===== src/rtl/ahb_lite_pkg.sv =====
// ahb_lite_pkg: shared AHB-Lite encodings and the default-slave state type.
// Contents: htrans_t (IDLE/BUSY/NONSEQ/SEQ), hresp_t (OKAY/ERROR), ds_state_t (IDLE/ERR1/ERR2).
package ahb_lite_pkg;
   typedef enum logic [1:0] {HT_IDLE = 2'b00, HT_BUSY = 2'b01, HT_NONSEQ = 2'b10, HT_SEQ = 2'b11} htrans_t;
   typedef enum logic {RESP_OKAY = 1'b0, RESP_ERROR = 1'b1} hresp_t;
   typedef enum logic [1:0] {DS_IDLE = 2'b00, DS_ERR1 = 2'b01, DS_ERR2 = 2'b10} ds_state_t;
endpackage


===== src/rtl/ahb_default_slave.sv =====
// ahb_default_slave: two-cycle ERROR sequencer for unmapped transfers and watchdog-terminated waits.
// Ports: clk, reset (async active-low); i_ready = bus HREADY; i_new_err = address phase is an active
// unmapped transfer; i_wait = active mapped data phase with its slave not ready; o_err1/o_err2 flag the
// ERR1/ERR2 cycles; o_timeout_evt pulses in the ERR1 cycle of a watchdog termination.
module ahb_default_slave
   import ahb_lite_pkg::*;
#(
   parameter int TIMEOUT_CYC = 16
)(
   input  logic clk,
   input  logic reset,
   input  logic i_ready,
   input  logic i_new_err,
   input  logic i_wait,
   output logic o_err1,
   output logic o_err2,
   output logic o_timeout_evt
);
   localparam int CW = (TIMEOUT_CYC > 0) ? $clog2(TIMEOUT_CYC + 1) : 1;
   localparam logic [CW-1:0] CMAX = CW'(TIMEOUT_CYC);
   ds_state_t r_state, w_next;
   logic [CW-1:0] r_cnt;
   logic w_fire;
   // Timeout ERR1 is combinational so a slave ready on the limit cycle still wins.
   assign w_fire = (TIMEOUT_CYC != 0) && (r_state == DS_IDLE) && i_wait && (r_cnt == CMAX);
   assign o_err1 = (r_state == DS_ERR1) || w_fire;
   assign o_err2 = (r_state == DS_ERR2);
   assign o_timeout_evt = w_fire;
   always_comb begin
      w_next = DS_IDLE;
      if (o_err1) w_next = DS_ERR2;
      else if (i_ready && i_new_err) w_next = DS_ERR1;
   end
   always_ff @(posedge clk or negedge reset) begin
      if (!reset) begin
         r_state <= DS_IDLE;
         r_cnt   <= '0;
      end else begin
         r_state <= w_next;
         if (i_ready) r_cnt <= '0;
         else if (i_wait && r_cnt != CMAX) r_cnt <= r_cnt + 1'b1;
      end
   end
endmodule


===== src/rtl/ahb_lite_interconnect.sv =====
// ahb_lite_interconnect: single-master AHB-Lite decoder and response mux with default slave and watchdog.
// Ports: clk, reset (async active-low); HADDR/HTRANS master address phase; HSEL one-hot slave select
// (HADDR[31:28] = slave index); HRDATA_S/HREADYOUT_S/HRESP_S packed slave responses;
// HRDATA/HREADY/HRESP muxed response; timeout_evt watchdog pulse.
module ahb_lite_interconnect
   import ahb_lite_pkg::*;
#(
   parameter int NUM_SLAVES  = 3,
   parameter int DATA_W      = 32,
   parameter int TIMEOUT_CYC = 16
)(
   input  logic                         clk,
   input  logic                         reset,
   input  logic [31:0]                  HADDR,
   input  logic [1:0]                   HTRANS,
   output logic [NUM_SLAVES-1:0]        HSEL,
   input  logic [NUM_SLAVES*DATA_W-1:0] HRDATA_S,
   input  logic [NUM_SLAVES-1:0]        HREADYOUT_S,
   input  logic [NUM_SLAVES-1:0]        HRESP_S,
   output logic [DATA_W-1:0]            HRDATA,
   output logic                         HREADY,
   output logic                         HRESP,
   output logic                         timeout_evt
);
   logic [3:0] r_idx;
   logic r_active;
   logic w_act, w_hit, w_mapped, w_err1, w_err2;
   logic [DATA_W-1:0] w_s_rdata;
   logic w_s_ready, w_s_resp;
   logic w_unused;
   assign w_unused = ^HADDR[27:0];
   assign w_act    = (HTRANS == HT_NONSEQ) || (HTRANS == HT_SEQ);
   assign w_hit    = HADDR[31:28] < 4'(NUM_SLAVES);
   assign w_mapped = r_idx < 4'(NUM_SLAVES);
   for (genvar g = 0; g < NUM_SLAVES; g++) begin : g_sel
      assign HSEL[g] = (HADDR[31:28] == 4'(g));
   end
   always_comb begin
      w_s_rdata = '0;
      w_s_ready = 1'b1;
      w_s_resp  = 1'b0;
      for (int i = 0; i < NUM_SLAVES; i++) begin
         if (r_idx == 4'(i)) begin
            w_s_rdata = HRDATA_S[i*DATA_W +: DATA_W];
            w_s_ready = HREADYOUT_S[i];
            w_s_resp  = HRESP_S[i];
         end
      end
   end
   // Error sequencer overrides the selected slave, including a timed-out mapped one.
   always_comb begin
      HRDATA = '0;
      HREADY = 1'b1;
      HRESP  = RESP_OKAY;
      if (w_err1) begin
         HREADY = 1'b0;
         HRESP  = RESP_ERROR;
      end else if (w_err2) HRESP = RESP_ERROR;
      else if (r_active && w_mapped) begin
         HRDATA = w_s_rdata;
         HREADY = w_s_ready;
         HRESP  = w_s_resp;
      end
   end
   always_ff @(posedge clk or negedge reset) begin
      if (!reset) begin
         r_idx    <= '0;
         r_active <= 1'b0;
      end else if (HREADY) begin
         r_idx    <= HADDR[31:28];
         r_active <= w_act;
      end
   end
   ahb_default_slave #(.TIMEOUT_CYC(TIMEOUT_CYC)) u_def (
      .clk          (clk),
      .reset        (reset),
      .i_ready      (HREADY),
      .i_new_err    (w_act && !w_hit),
      .i_wait       (r_active && w_mapped && !w_s_ready),
      .o_err1       (w_err1),
      .o_err2       (w_err2),
      .o_timeout_evt(timeout_evt)
   );
endmodule


===== config.mk =====
export PLATFORM = sky130hd
export DESIGN_NAME = ahb_lite_interconnect
export DESIGN_NICKNAME = d
export VERILOG_FILES = /design/src/rtl/ahb_lite_pkg.sv /design/src/rtl/ahb_default_slave.sv /design/src/rtl/ahb_lite_interconnect.sv
export SDC_FILE = /design/constraint.sdc
export NUM_CORES = 1
export LEC_CHECK = 0
export ABC_AREA = 1
export CELL_PAD_IN_SITES_DETAIL_PLACEMENT = 2
export CELL_PAD_IN_SITES_GLOBAL_PLACEMENT = 2
export CORE_ASPECT_RATIO = 0.75
export CORE_MARGIN = 3
export CORE_UTILIZATION = 11
export CTS_BUF_LIST = sky130_fd_sc_hd__clkbuf_8
export DETAILED_ROUTE_END_ITERATION = 7
export HOLD_SLACK_MARGIN = 0.02
export PLACE_DENSITY_LB_ADDON = 0.1
export SKIP_CTS_REPAIR_TIMING = 1
export SYNTH_ARGS = -nofsm -noshare
export SYNTH_HDL_FRONTEND = slang
export SYNTH_HIERARCHICAL = 1
export SYNTH_SLANG_ARGS = --single-unit

===== constraint.sdc =====
create_clock -name clk -period 2.8 [get_ports clk]
set_input_delay 0.28 -clock clk [delete_from_list [all_inputs] [get_ports clk]]
set_output_delay 0.28 -clock clk [all_outputs]
set_load 0.02 [all_outputs]

# After elaboration in Yosys (flattened, before gate mapping)
# Index checks and enable logic that the tools add are counted.
[totals]
word_cells = 54
out_inout_bits = 38
ff_bits = 12
[op_classes]
n_eq_ne = 10
mux = 22
n_lt_le_gt_ge = 2
n_reduce_logical = 15
n_addsub = 1
[ops]
columns = ["operator", "n"]
rows = [
  ["$mux W32", 6],
  ["$mux W1", 13],
  ["$mux W5", 2],
  ["$eq A4 B1 Y1 const B", 2],
  ["$eq A4 B2 Y1 const B", 2],
  ["$logic_not A4 Y1", 2],
  ["$lt A4 B2 Y1 const B", 2],
  ["$logic_and A1 B1 Y1", 7],
  ["$eq A2 B2 Y1 const B", 3],
  ["$add A5 B1 Y5 const B", 1],
  ["$eq A5 B5 Y1 const B", 1],
  ["$ne A5 B5 Y1 const B", 1],
  ["$eq A2 B1 Y1 const B", 1],
  ["$logic_not A1 Y1", 2],
  ["$logic_not A2 Y1", 1],
  ["$logic_or A1 B1 Y1", 2],
  ["$mux W2", 1],
  ["$reduce_bool A2 Y1", 1],
]

# Longest topological paths before layout
[depth]
ltp_word = 13
depth_mapped = 14
ltp_nobuf = 14

# By module
# The synthesis kept the hierarchy.
[by_module_without_submodules]
columns = ["module", "instances", "cells_each", "seq_area_each_um2", "area_per_inst_um2"]
rows = [
  ["ahb_lite_interconnect", 1, 209, 125.1, 1082.3],
  ["ahb_default_slave", 1, 49, 175.2, 430.4],
]

# Least setup slack after synthesis
# No wires, ideal clock.
[synth_timing]
path_kind = "register -> register"
from = "reg r_idx[1]"
to = "reg u_def.r_cnt[3]"
t_required_ns = 2.684
setup_ns = 0.116
path_stages_with_launch = 15
path_buffers = 0
path_slack_ns = 0.351
t_arrival_ns = 2.334
period_less_slack_ns = 2.449
cell_sequence = "dfrtp_1 -> nand2_1 -> nand2_1 -> nor2_2 -> nand2_1 -> a21oi_1 -> nand3_1 -> o22ai_2 -> inv_1 -> nand2_1 -> inv_1 -> inv_1 -> nand2_4 -> nand2_2 -> nand2_2"
[synth_between]
elab_chain_cells = 11
word_cells_on_any_way = 19
classes_between = "order compare (1); eq/ne (2); mux (7); reduce/logical (9)"
[synth_lines]
columns = ["element", "line_no", "rtl"]
rows = [
  ["from (decl)", "ahb_lite_interconnect.sv:25", "logic [3:0] r_idx;"],
  ["from (signal assigned)", "ahb_lite_interconnect.sv:70", "r_idx <= HADDR[31:28];"],
  ["$logic_not A4 Y1", "ahb_lite_interconnect.sv:43", "if (r_idx == 4'(i)) begin"],
  ["$mux W1 (3 in a row)", "ahb_lite_interconnect.sv:43", ""],
  ["$logic_not A1 Y1", "ahb_lite_interconnect.sv:79", ".i_wait (r_active && w_mapped && !w_s_ready),"],
  ["$logic_and A1 B1 Y1 (*)", "ahb_lite_interconnect.sv:79", ""],
  ["$logic_and A1 B1 Y1 (*) (2 in a row)", "ahb_default_slave.sv:25", "assign w_fire = (TIMEOUT_CYC != 0) && (r_state == DS_IDLE) && i_wait && (r_cnt == CMAX);"],
  ["$logic_or A1 B1 Y1 (*)", "ahb_default_slave.sv:26", "assign o_err1 = (r_state == DS_ERR1) || w_fire;"],
  ["named net w_err1", "ahb_lite_interconnect.sv:27", "logic w_act, w_hit, w_mapped, w_err1, w_err2;"],
  ["$mux W1 (*)", "ahb_lite_interconnect.sv:55", "if (w_err1) begin"],
  ["named net HREADY", "ahb_lite_interconnect.sv:21", "output logic HREADY,"],
  ["$mux W5 or $reduce_bool A2 Y1 (tied branches)", "-", ""],
  ["to (signal assigned)", "ahb_default_slave.sv:41", "else if (i_wait && r_cnt != CMAX) r_cnt <= r_cnt + 1'b1;"],
  ["to (decl)", "ahb_default_slave.sv:22", "logic [CW-1:0] r_cnt;"],
]
# The timed path passes the listed nets; every way through them passes the cells marked *.
# A chain may end at the register's enable or synchronous reset.

# Final worst setup path
[layout_timing]
from = "reg r_idx[1]"
to = "out HRDATA[14]"
[layout_between]
elab_chain_cells = 10
word_cells_on_any_way = 19
classes_between = "order compare (1); eq/ne (2); mux (9); reduce/logical (7)"
[layout_lines]
columns = ["element", "line_no", "rtl"]
rows = [
  ["$logic_not A4 Y1", "ahb_lite_interconnect.sv:43", ""],
  ["$mux W1 (3 in a row)", "ahb_lite_interconnect.sv:43", ""],
  ["$logic_not A1 Y1", "ahb_lite_interconnect.sv:79", ""],
  ["$logic_and A1 B1 Y1 (*)", "ahb_lite_interconnect.sv:79", ""],
  ["$logic_and A1 B1 Y1 (*) (2 in a row)", "ahb_default_slave.sv:25", ""],
  ["$logic_or A1 B1 Y1 (*)", "ahb_default_slave.sv:26", ""],
  ["named net w_err1", "ahb_lite_interconnect.sv:27", ""],
  ["$mux W32 (*)", "ahb_lite_interconnect.sv:55", ""],
  ["to (decl)", "ahb_lite_interconnect.sv:20", "output logic [DATA_W-1:0] HRDATA,"],
]
# Marked as above.

==> impl_results.md <==
* P&R area growth vs syn at 127%
* Status: complete, no violations
* Hold crit path type: input pin to async pin
* Clock Skews at 2.13 ps
* Crit path time final at 2600 ps
* DR vias at 2419
* Total chip power at 1.05 mW
* I/O pin count at 176
* DR iter-0 viols at 51
* Rows at 36
* Die height at 108 microns
* Reg power frac at 20.0%
* Total Nets Final at 557
* Storage cell area at 300 sq um
* Ys Warns at 6
* Fin. Hold Viols at 0
* GRT Util Overall at 11.9%
* Avg Vias per Cell at 4.12
* Fill count at 1527
* Fmax at 0.385 GHz
* CP Data Required Time at 2520 ps
* Crit-path leading delay family: buffers and inverters
* Worst vdd ir at 0.000129 V
* CTS buffer count at 3
* Avg WL per Cell at 16.3 microns
* Critical-path cell list: buf_4, nor2_1, nand3b_1, a21oi_2, nand3_1, o22ai_2, nor2_2, nand2_1, inv_2, buf_4, o21ai_1, a21oi_1, dlymetal6s2s_1
* Synth Instances at 258
* Clock power frac at 18.2%
* Initial antenna violation count at 0
* Level count of the clock H-tree at 1
* Mapped Area at 1510 sq um
* Yosys reg bits at 12
* Starting Density at 11.5%
* Net Sw Frac at 39.2%
* Multi-input logic area at 1070 sq um
* Cell taking the most area after synthesis: a21oi_1
* Syn Area/Cell at 5.86 sq um
* Routed WL at 9.59 mm
* Vias in the first global route at 2580
* Comb pwr share at 61.7%
* Largest net degree at the start of global routing at 34
* PD cells at 307 nW/um^2
* HPWL after DPL at 7.69 mm
* Routability cong. at 0.707
* Synth Net Count at 398
* First-pass GRT wire length at 14.6 mm
* Final setup violation count at 0
* CP Launch Type: flop
* Setup_tns at 0 ps
* CP arrival at 2320 ps
* Core Area at 13200 sq um
* Crit-path most repeated cell: buf_4
* # clock sinks at 12
* Commonest cells after routing, fill and taps aside: 112 x clkdlybuf4s50_1, 64 x nand2_1, 63 x a21oi_1, 26 x dlymetal6s2s_1, 19 x buf_4
* NetSw at 0.412 mW
* Crit-path max FO at 11
* Crit path capture type: output port
* Max-Cap Viols at 0
* Slew HR at 62.8%
* Port bufs at 146
* Setup CP Type: flop to output port
* Int Power at 0.639 mW
* Seq/Total Area, Yosys at 19.9%
* Crit path buf inv count at 4
* Root Driver: clkbuf_8
* Final period utilization at 92.8%
* Die W at 141 microns
* Clk_lat worst skew at 240 ps
* Ant diodes at 0
* CP max stage delay at 410 ps
* Netlist cell types at 28
* Commonest non-fill, non-tap cell in the layout: clkdlybuf4s50_1
* Lkg Pwr at 1.70 nW
* Final cell utilization of the core at 26.0%
* Residual DRC at 0
* Grt ovf at 0
* Clock transition at the registers of the reported paths at 50 ps
* TritonCTS clock tree: done
* Drt pass-1 iters at 4
* Antenna viol nets, final at 0
* Slowest-stage cell, CP: dfrtp_1
* Share of cells above drive strength 1 at 14.2%
* Max Root-Sink Buffers at 2
* Synth area leaders: a21oi_1 21%, dfrtp_1 20%, nand2_1 16%
* Die ar. at 15200 sq um
* Max Slew Vio Count at 0
* Pre-CTS WS at -259 ps
* Synth top area share at 21.2%
* Measured slew at the worst slew-check pin at 557 ps
* Final WS setup at 202 ps
==> synthesized netlist by cell type (all sizes together) <==
cell type and count:
o21ai 35, ha 2, nand4 5, buf 9, clkbuf 6, inv 21, nand2 70, nand3b 1
nand3 13, o22ai 1, nor2 13, nor3 4, dfrtp 12, a31oi 1, a21oi 64, xor2 1
==> worst paths after layout <==
kind | depth (start not counted) | endpoint | slack, ps | from
worst max-delay path | 13 | HRDATA[14] | 200 | r_idx[1]$_DFFE_PN0P_
worst min-delay path | 1 | u_def/r_cnt[1]$_DFFE_PN0P_ | 400 | reset
worst max register to register | 14 | u_def/r_cnt[3]$_DFFE_PN0P_ | 550 | r_idx[1]$_DFFE_PN0P_
worst min register to register | 2 | r_active$_DFFE_PN0P_ | 500 | r_active$_DFFE_PN0P_
max in group asynchronous | 1 | r_idx[1]$_DFFE_PN0P_ | 2040 | reset
min in group clk | 2 | r_active$_DFFE_PN0P_ | 500 | r_active$_DFFE_PN0P_
==> power by group through the flow <==
stage / registers (mW) / logic [mW] / clock network [mW]
floorplan: 0.212 / 0.282 / 0
global placement: 0.213 / 0.652 / 0
detailed placement: 0.214 / 0.666 / 0
CTS: 0.211 / 0.670 / 0.201
global route: 0.215 / 0.721 / 0.213
finish: 0.211 / 0.649 / 0.192
==> state kept, by name, indices dropped and copies added (netlist names) <==
register	cells
u_def/r_state	2
r_active	1
r_idx	4
u_def/r_cnt	5
==> per-layer routing <==
metal | up-vias | global-route usage, % | wire length (microns)
met2 | 79 | 19.9 | 4550
met3 | 7 | 1.20 | 456
met4 | 0 | 2.12 | 93
li1 | 1189 | - | -
met5 | - | 0 | 0
met1 | 1144 | 16.9 | 4490
==> logic make-up after synthesis <==
family	Yosys count	synth area share, %
AND/OR/NAND/NOR	106	33.2
AO/OA/AOI/OAI	101	34.5
buffers and inverters	36	10.3
flip-flops	12	19.9
adder cells (fa/ha/maj)	2	1.65
XOR/XNOR	1	0.579
==> stage by stage <==
stage	cells	instance area (sq um)	hold WS, ps
2_1_floorplan	258	1510	-15.6
3_3_place_gp	582	3330	460
3_5_place_dp	582	3330	471
4_1_cts	586	3390	407
5_1_grt	587	3430	437
6_report	587	3430	396
==> layout make-up <==
class | count | share of cell area (%)
Timing Repair Buffer | 169 | 49.8
Multi-Input combinational cell | 210 | 31.3
Sequential cell | 12 | 8.76
Tap cell | 171 | 6.24
Inverter | 21 | 2.30
Clock buffer | 4 | 1.61
No activity file was read; power rests on OpenSTA's default activity.
